<file path="src/rtl/fetch_pkg.sv">
// Shared definitions for the instruction fetch stage.
//   ADDR_W / DATA_W  : address and instruction widths
//   INSTR_BYTES      : sequential PC increment
//   RESET_PC         : program_counter reset address
//   fetch_state_t    : fetch FSM states
//   fetch_entry_t    : buffered {pc, instr} pair handed to decode
package fetch_pkg;

    localparam int unsigned ADDR_W      = 32;
    localparam int unsigned DATA_W      = 32;
    localparam int unsigned INSTR_BYTES = 4;
    localparam logic [ADDR_W-1:0] RESET_PC = 32'h0100_0000;

    typedef enum logic [1:0] {
        IDLE,
        REQ,
        WAIT
    } fetch_state_t;

    typedef struct packed {
        logic [ADDR_W-1:0] pc;
        logic [DATA_W-1:0] instr;
    } fetch_entry_t;

endpackage

</file>
<file path="src/rtl/fetch_buffer.sv">
// DEPTH-entry FIFO holding fetched {pc, instr} pairs for decode.
//   clk, reset : clock, synchronous active-high reset
//   push       : write push_data at the tail
//   push_data  : entry to write
//   pop        : drop the head entry (ignored when empty)
//   flush      : empty the buffer; wins over push and pop
//   count      : number of valid entries
//   head       : oldest entry, all-zero when empty
module fetch_buffer #(
    parameter int unsigned WIDTH = 64,
    parameter int unsigned DEPTH = 2
) (
    input  logic                         clk,
    input  logic                         reset,
    input  logic                         push,
    input  logic [WIDTH-1:0]             push_data,
    input  logic                         pop,
    input  logic                         flush,
    output logic [$clog2(DEPTH+1)-1:0]   count,
    output logic [WIDTH-1:0]             head
);

    localparam int unsigned CNT_W = $clog2(DEPTH + 1);
    localparam int unsigned PTR_W = (DEPTH > 1) ? $clog2(DEPTH) : 1;

    logic [WIDTH-1:0] mem [DEPTH];
    logic [PTR_W-1:0] rd_ptr;
    logic [PTR_W-1:0] wr_ptr;
    logic             do_pop;

    function automatic logic [PTR_W-1:0] next_ptr(input logic [PTR_W-1:0] p);
        return (p == PTR_W'(DEPTH - 1)) ? '0 : p + PTR_W'(1);
    endfunction

    assign do_pop = pop && (count != '0);
    assign head   = (count != '0) ? mem[rd_ptr] : '0;

    always_ff @(posedge clk) begin
        if (reset || flush) begin
            rd_ptr <= '0;
            wr_ptr <= '0;
            count  <= '0;
        end else begin
            if (push) begin
                wr_ptr <= next_ptr(wr_ptr);
            end
            if (do_pop) begin
                rd_ptr <= next_ptr(rd_ptr);
            end
            unique case ({push, do_pop})
                2'b10:   count <= count + CNT_W'(1);
                2'b01:   count <= count - CNT_W'(1);
                default: count <= count;
            endcase
        end
    end

    always_ff @(posedge clk) begin
        if (push) begin
            mem[wr_ptr] <= push_data;
        end
    end

endmodule

</file>
<file path="src/rtl/instruction_fetch.sv">
// Fetch stage between program_counter and decode. Issues one instruction
// memory read per PC value (at most one outstanding), buffers {pc, instr}
// pairs, and steers the PC: PC+INSTR_BYTES after each fetch, or a redirect.
//   clk, reset              : clock, synchronous active-high reset
//   pc_addr, pc_updated     : current_address / address_updated from the PC
//   pc_write_enable         : 1-cycle pulse to the PC
//   pc_new_address          : value written into the PC
//   imem_req_valid/ready    : read request handshake
//   imem_addr               : read address, stable while imem_req_valid
//   imem_rsp_valid/data     : read response
//   redirect_valid/addr     : branch/jump redirect pulse and target
//   if_valid/ready          : decode handshake on the buffer head
//   if_pc, if_instr         : head entry
module instruction_fetch
    import fetch_pkg::*;
#(
    parameter int unsigned DEPTH = 2
) (
    input  logic              clk,
    input  logic              reset,
    input  logic [ADDR_W-1:0] pc_addr,
    input  logic              pc_updated,
    output logic              pc_write_enable,
    output logic [ADDR_W-1:0] pc_new_address,
    output logic              imem_req_valid,
    input  logic              imem_req_ready,
    output logic [ADDR_W-1:0] imem_addr,
    input  logic              imem_rsp_valid,
    input  logic [DATA_W-1:0] imem_rsp_data,
    input  logic              redirect_valid,
    input  logic [ADDR_W-1:0] redirect_addr,
    output logic              if_valid,
    input  logic              if_ready,
    output logic [ADDR_W-1:0] if_pc,
    output logic [DATA_W-1:0] if_instr
);

    localparam int unsigned CNT_W = $clog2(DEPTH + 1);
    localparam logic [CNT_W-1:0] DEPTH_C = CNT_W'(DEPTH);

    fetch_state_t      state;
    fetch_state_t      state_next;
    logic [ADDR_W-1:0] req_addr;
    logic              discard;
    logic              block;
    logic              update_seen;
    logic              start;
    logic              push;
    logic [CNT_W-1:0]  count;
    fetch_entry_t      push_entry;
    fetch_entry_t      head_entry;

    assign imem_addr  = req_addr;
    assign push_entry = '{pc: req_addr, instr: imem_rsp_data};
    assign if_valid   = (count != '0);
    assign if_pc      = head_entry.pc;
    assign if_instr   = head_entry.instr;

    fetch_buffer #(
        .WIDTH ($bits(fetch_entry_t)),
        .DEPTH (DEPTH)
    ) u_buffer (
        .clk       (clk),
        .reset     (reset),
        .push      (push),
        .push_data (push_entry),
        .pop       (if_valid && if_ready),
        .flush     (redirect_valid),
        .count     (count),
        .head      (head_entry)
    );

    always_ff @(posedge clk) begin
        if (reset) begin
            state <= IDLE;
        end else begin
            state <= state_next;
        end
    end

    always_comb begin
        state_next     = state;
        imem_req_valid = 1'b0;
        start          = 1'b0;
        push           = 1'b0;
        unique case (state)
            IDLE: begin
                if ((pc_updated || update_seen) && !block && !redirect_valid &&
                    (count < DEPTH_C)) begin
                    start      = 1'b1;
                    state_next = REQ;
                end
            end
            REQ: begin
                imem_req_valid = 1'b1;
                if (imem_req_ready) begin
                    state_next = WAIT;
                end
            end
            WAIT: begin
                if (imem_rsp_valid) begin
                    push       = !discard && !redirect_valid;
                    state_next = IDLE;
                end
            end
            default: state_next = IDLE;
        endcase
    end

    // update_seen remembers an address_updated pulse that arrived while the
    // buffer was full, so the fetch starts once decode frees an entry.
    always_ff @(posedge clk) begin
        if (reset) begin
            req_addr        <= '0;
            discard         <= 1'b0;
            block           <= 1'b0;
            update_seen     <= 1'b0;
            pc_write_enable <= 1'b0;
            pc_new_address  <= '0;
        end else begin
            block           <= redirect_valid;
            pc_write_enable <= redirect_valid || push;
            if (redirect_valid) begin
                pc_new_address <= redirect_addr;
            end else if (push) begin
                pc_new_address <= req_addr + ADDR_W'(INSTR_BYTES);
            end

            if (start) begin
                req_addr <= pc_addr;
            end

            if (redirect_valid && (state == REQ || (state == WAIT && !imem_rsp_valid))) begin
                discard <= 1'b1;
            end else if (state == WAIT && imem_rsp_valid) begin
                discard <= 1'b0;
            end

            if (redirect_valid || start) begin
                update_seen <= 1'b0;
            end else if (pc_updated && !block) begin
                update_seen <= 1'b1;
            end
        end
    end

endmodule

</file>
<file path="config.mk">
export PLATFORM = sky130hd
export DESIGN_NAME = instruction_fetch
export DESIGN_NICKNAME = d
export VERILOG_FILES = /design/src/rtl/fetch_pkg.sv /design/src/rtl/fetch_buffer.sv /design/src/rtl/instruction_fetch.sv
export SDC_FILE = /design/constraint.sdc
export NUM_CORES = 1
export LEC_CHECK = 0
export ABC_AREA = 1
export ABC_CLOCK_PERIOD_IN_PS = 12300
export CORE_MARGIN = 5
export CORE_UTILIZATION = 29
export CTS_CLUSTER_SIZE = 24
export DETAILED_ROUTE_END_ITERATION = 16
export PLACE_DENSITY = 0.58
export REMOVE_ABC_BUFFERS = 1
export SLEW_MARGIN = 20
export SYNTH_ARGS = -nofsm -noshare
export SYNTH_HDL_FRONTEND = slang
export SYNTH_SLANG_ARGS = --single-unit
</file>
<file path="constraint.sdc">
create_clock -name clk -period 12.3 [get_ports clk]
set_input_delay 3.69 -clock clk [delete_from_list [all_inputs] [get_ports clk]]
set_output_delay 3.69 -clock clk [all_outputs]
set_load 0.02 [all_outputs]
</file>
==> After elaboration in Yosys (flattened, before gate mapping) <==
Memories as Yosys holds them, arrays and structs flattened. A register that Yosys moved wholly into a read port is not among the register bits.
Cells that the tools add are included.
{ "totals": {"out_inout_bits": 131, "n_memories": 1, "mem_bits_ro": 0, "reg_bits": 74, "latchBits": 0, "mem_bits_rw": 128, "elab_cells": 71} }
{ "op_classes": {"n_bitwise": 0, "multipliers": 0, "n_addsub": 5, "order_cmp": 1, "shift": 0, "n_div": 0, "reduce_logical": 26, "eq_ne": 7, "mux": 21} }
{ "mem_list": {"columns": ["memory", "depth", "word_bits", "rd", "rd_clocked_by_memory_dff", "wr", "line_no", "rtl"], "rows": [
  ["u_buffer.mem", 2, 64, 1, 1, 1, "fetch_buffer.sv:26", "logic [WIDTH-1:0] mem [DEPTH];"]
]} }
{ "ops": {"columns": ["op", "count"], "rows": [
  ["two-way mux 32 bit", 2],
  ["two-way mux 64 bit", 1],
  ["adder 32 x 3 -> 32 bit, second input constant", 1],
  ["two-way mux 1 bit", 13],
  ["logical AND 1 bit", 10],
  ["nonzero test 2 bit", 4],
  ["two-way mux 2 bit", 3],
  ["!= test 2 bit, second input constant", 3],
  ["case mux 2 bit (3 select lines)", 1],
  ["logical OR 1 bit", 5],
  ["equality test 2 x 1 -> 1 bit, second input constant", 2],
  ["equality test 2 bit, second input constant", 2],
  ["zero test 1 bit", 4],
  ["case mux 2 bit (2 select lines)", 1],
  ["AND reduction 3 bit", 1],
  ["adder 1 bit, second input constant", 2],
  ["adder 2 x 1 -> 2 bit, second input constant", 1],
  ["zero test 2 bit", 1],
  ["< comparator 2 bit, second input constant", 1],
  ["OR reduction 2 bit", 1],
  ["subtractor 2 x 1 -> 2 bit, second input constant", 1]
]} }

==> Depth between registers and ports, before layout <==
{ "logic_depth": {"word_depth": 8, "ltp_mapped": 10, "depth_no_buf": 9} }

==> Modules after synthesis <==
Synthesis repeated with hierarchy kept, for this count alone.
{ "hier_totals": {"hier_cells": 922, "hier_area_um2": 8907.3} }
{ "modules_own_cells": {"columns": ["module", "seq_area_each_um2", "cells_each", "area_per_inst_um2", "instances"], "rows": [
  ["fetch_buffer", 3943.8, 376, 5360.1, 1],
  ["instruction_fetch", 1401.3, 546, 3547.2, 1]
]} }

==> Worst setup path before layout <==
No wires, ideal clock.
{ "synth_path": {"path_type": "input to register", "startpoint": "input redirect_valid", "endpoint": "memory u_buffer.mem[1][0] (enable)", "path_slack_ps": 5026, "setup_ps": 488, "path_buffers": 1, "stages": 4, "arrival_time_ps": 6786, "path_cell_list": "buf_6 -> nor2_4 -> nand4_4 -> nor2_1"} }
{ "synth_via": {"elab_chain_cells": 6} }
{ "synth_lines": {"columns": ["element", "line_no", "rtl"], "rows": [
  ["start: declaration", "instruction_fetch.sv:30", "input logic redirect_valid,"],
  ["zero test 1 bit", "instruction_fetch.sv:102", "push = !discard && !redirect_valid;"],
  ["logical AND 1 bit", "instruction_fetch.sv:102", null],
  ["two-way mux 1 bit", "instruction_fetch.sv:101", "if (imem_rsp_valid) begin"],
  ["two-way mux 1 bit", "instruction_fetch.sv:86", "unique case (state)"],
  ["two-way mux 1 bit", "fetch_buffer.sv:59", "if (push) begin"],
  ["two-way mux 1 bit (not written as such)", "fetch_buffer.sv:60", "mem[wr_ptr] <= push_data;"],
  ["end: declaration", "fetch_buffer.sv:26", null]
]} }
Every way passes these cells.

==> reports/results.txt <==
Status -> complete, no violations
DR pass1 iterations -> 4
Starting density of the core -> 29.5%
Final ANT Viol Nets -> 0
# port buffers -> 233
Post-synth top area cell -> edfxtp_1
Largest net degree at the start of global routing -> 66
DPL Wire Length -> 17400 um
Total Wirelength -> 25800 um
Final hold violations -> 0
Post-CTS sizing -> 0
CP max stage delay -> 0.66 ns
Slew Viols, Final -> 0
Synth cell types -> 37
Mapped cell area -> 8510 um2
Worst rel slew slack -> 33.8%
Synth area leaders -> edfxtp_1, dfxtp_1, nand2_1
Post-synthesis compound-gate area fraction -> 10.4%
Crit path required time -> 8.61 ns
Power Dens Cells -> 129 nW/um2
P&R area growth vs syn -> 39.4%
Clk slew on worst S/H paths -> 0.06 ns
GR Overflow Total -> 0
Min Hold Slack -> 0.469 ns
TritonCTS Sinks -> 203
Worst-margin pin slew -> 0.987 ns
Die Wd -> 181 um
Crit Path Max Fanout -> 65
DRC -> 0
Tot Pwr -> 1540 uW
Number of top-level pins -> 234
Clock latency on the worst-skew pair -> 0.50 ns
CTS Buf Count -> 22
Register bit count reported by yosys -> 203
Startpoint Class -> flip-flop
Post-synth EDFFs -> 128
Synth top area share -> 45.2%
Syn Area/Cell -> 9.37 um2
Period utilization -> 53.5%
Post-CTS Setup Repair Bufs -> 0
Fmax -> 152 MHz
Sequential area share after synthesis -> 62.8%
Slowest stage cell, crit path -> inv_4
Post-layout min period -> 6.58 ns
Largest family of logic cells by synthesized area -> simple AND/OR/NAND/NOR gates
Final setup vio count -> 0
Routed vias/inst -> 4.49
Final setup TNS -> 0 ns
Lkg Pwr -> 0.00421 uW
Core box area -> 28900 um2
First-pass GRT wire length -> 39400 um
WL/cell -> 16.9 um
Critical path cell sequence -> buf_4, inv_4, nand2_1, a21oi_1, clkdlybuf4s50_1
Die H -> 181 um
All-Layer GR Usage -> 14.9%
Initial drt markers -> 362
CTS H-tree depth -> 1
Rows -> 62
Synth async-reset ratio -> 0%
Worst clock skew -> 0.00944 ns
Gpl congestion -> 0.820
Final Core Density -> 41.1%
MaxCap Viol Count -> 0
Synthesized instance count -> 908
Worst EP arrival -> 2.89 ns
Top cells by count, synth -> nand2_1, edfxtp_1, a21oi_1
Layout cell share with drive strength beyond 1 -> 5.78%
# fillers -> 2841
Critical Path End Type -> output port
CP Class -> reg2out
Post-synthesis adder-cell area fraction -> 0.294%
Die Area -> 32900 um2
Initial antenna violation count -> 1
IR drop worst, VDD -> 0.0902 mV
Syn. warnings -> 0
Cts hold-fix bufs -> 0
Vias in the first global route -> 6689
Mux cell area share after synthesis -> 0%
RSZ-0062 raised after global routing -> no
Max clock buf depth -> 3
Count leader, synth -> nand2_1
Root Buffer -> clkbuf_16
Predominant post-synthesis flop cell -> edfxtp_1
Vias -> 6856
CTS tree -> done
XOR/XNOR Fraction of Synth Area -> 0.720%
Fin nets -> 1232
Post-Synth Simple-Gate Area -> 20.5%
Worst hold path class -> reg2reg
cell families (layout without fill, tap and decap cells):
logic type / after synthesis / in the layout
buf+inv: 106 / 340
simple gates: 420 / 420
other cells: 0 / 1
flops: 203 / 203
xor+xnor: 7 / 7
compound gates: 170 / 170
fa+ha+maj: 2 / 2
per-layer routing:
| layer | routed length, um | GRT usage, % | up-vias |
|---|---|---|---|
| met2 | 12400 | 25.2 | 167 |
| li1 | - | - | 3471 |
| met5 | 0 | 0 | - |
| met3 | 1350 | 2.71 | 28 |
| met4 | 355 | 3.39 | 0 |
| met1 | 11700 | 20.1 | 3190 |
path summary, 6_finish.rpt:
| kind | start | to | slack [ns] | cells past startpoint |
|---|---|---|---|---|
| hold / removal | pc_new_address[0]$_SDFFE_PP0P_ | pc_new_address[0]$_SDFFE_PP0P_ | 0.47 | 2 |
| setup reg to reg | state[0]$_SDFFE_PP0P_ | u_buffer.mem[1][57]$_DFFE_PP_ | 9.89 | 4 |
| setup / recovery | flip-flop | if_pc[10] | 5.72 | 5 |
| hold reg to reg | pc_new_address[0]$_SDFFE_PP0P_ | pc_new_address[0]$_SDFFE_PP0P_ | 0.47 | 2 |
registers in the layout (all words and copies together), names as in the netlist, named ones only:
name and cells:
pc_new_address 32, u_buffer.count 2, discard 1, u_buffer.wr_ptr 1, imem_addr 32, pc_write_enable 1, update_seen 1, u_buffer.mem 128
state 2, block 1, u_buffer.rd_ptr 1
worst max-delay path: cells and delay by family, from the launching register on:
family,cells,cell delay (ns)
flip-flops,1,0.31
AO/OA/AOI/OAI,1,0.28
buffers and inverters,3,1.67
AND/OR/NAND/NOR,1,0.10
stage by stage:
stage / instance area [um2] / instances / setup slack (ns)
2_1_floorplan: 8290 / 864 / 5.16
3_3_place_gp: 11200 / 1487 / 5.82
3_5_place_dp: 11200 / 1487 / 5.98
4_1_cts: 11900 / 1526 / 5.65
5_1_grt: 11900 / 1527 / 5.50
6_report: 11900 / 1527 / 5.72
layout make-up:
class	instances	area (um2)	share of cell area (%)
Antenna cell	1	2.50	0.0211
Clock buffer	33	654	5.52
Clock inverter	6	32.5	0.274
Inverter	62	238	2.00
Multi-Input combinational cell	599	2740	23.1
Sequential cell	203	5350	45.1
Tap cell	384	480	4.05
Timing Repair Buffer	239	2370	20.0
placed cells by master, fill, tap and decap left out, drive strengths merged:
cell type      count
a21oi            115
a22oi              2
a31o               1
a31oi              6
a32o               1
and2               2
buf                7
clkbuf            33
clkdlybuf4s50    232
clkinv             7
dfxtp             75
diode              1
edfxtp           128
ha                 2
inv               61
nand2            297
nand3             36
nand3b             1
nand4              1
nor2              75
nor3               5
nor3b              1
o211ai             2
o21ai             41
o21bai             1
o221ai             1
or2                2
xnor2              5
xor2               2
power breakdown:
group	total (uW)	switching, uW	internal (uW)
Clock	631	263	367
Sequential	767	24.7	742
Combinational	138	67.8	69.7
No activity file was read; power rests on OpenSTA's default activity.
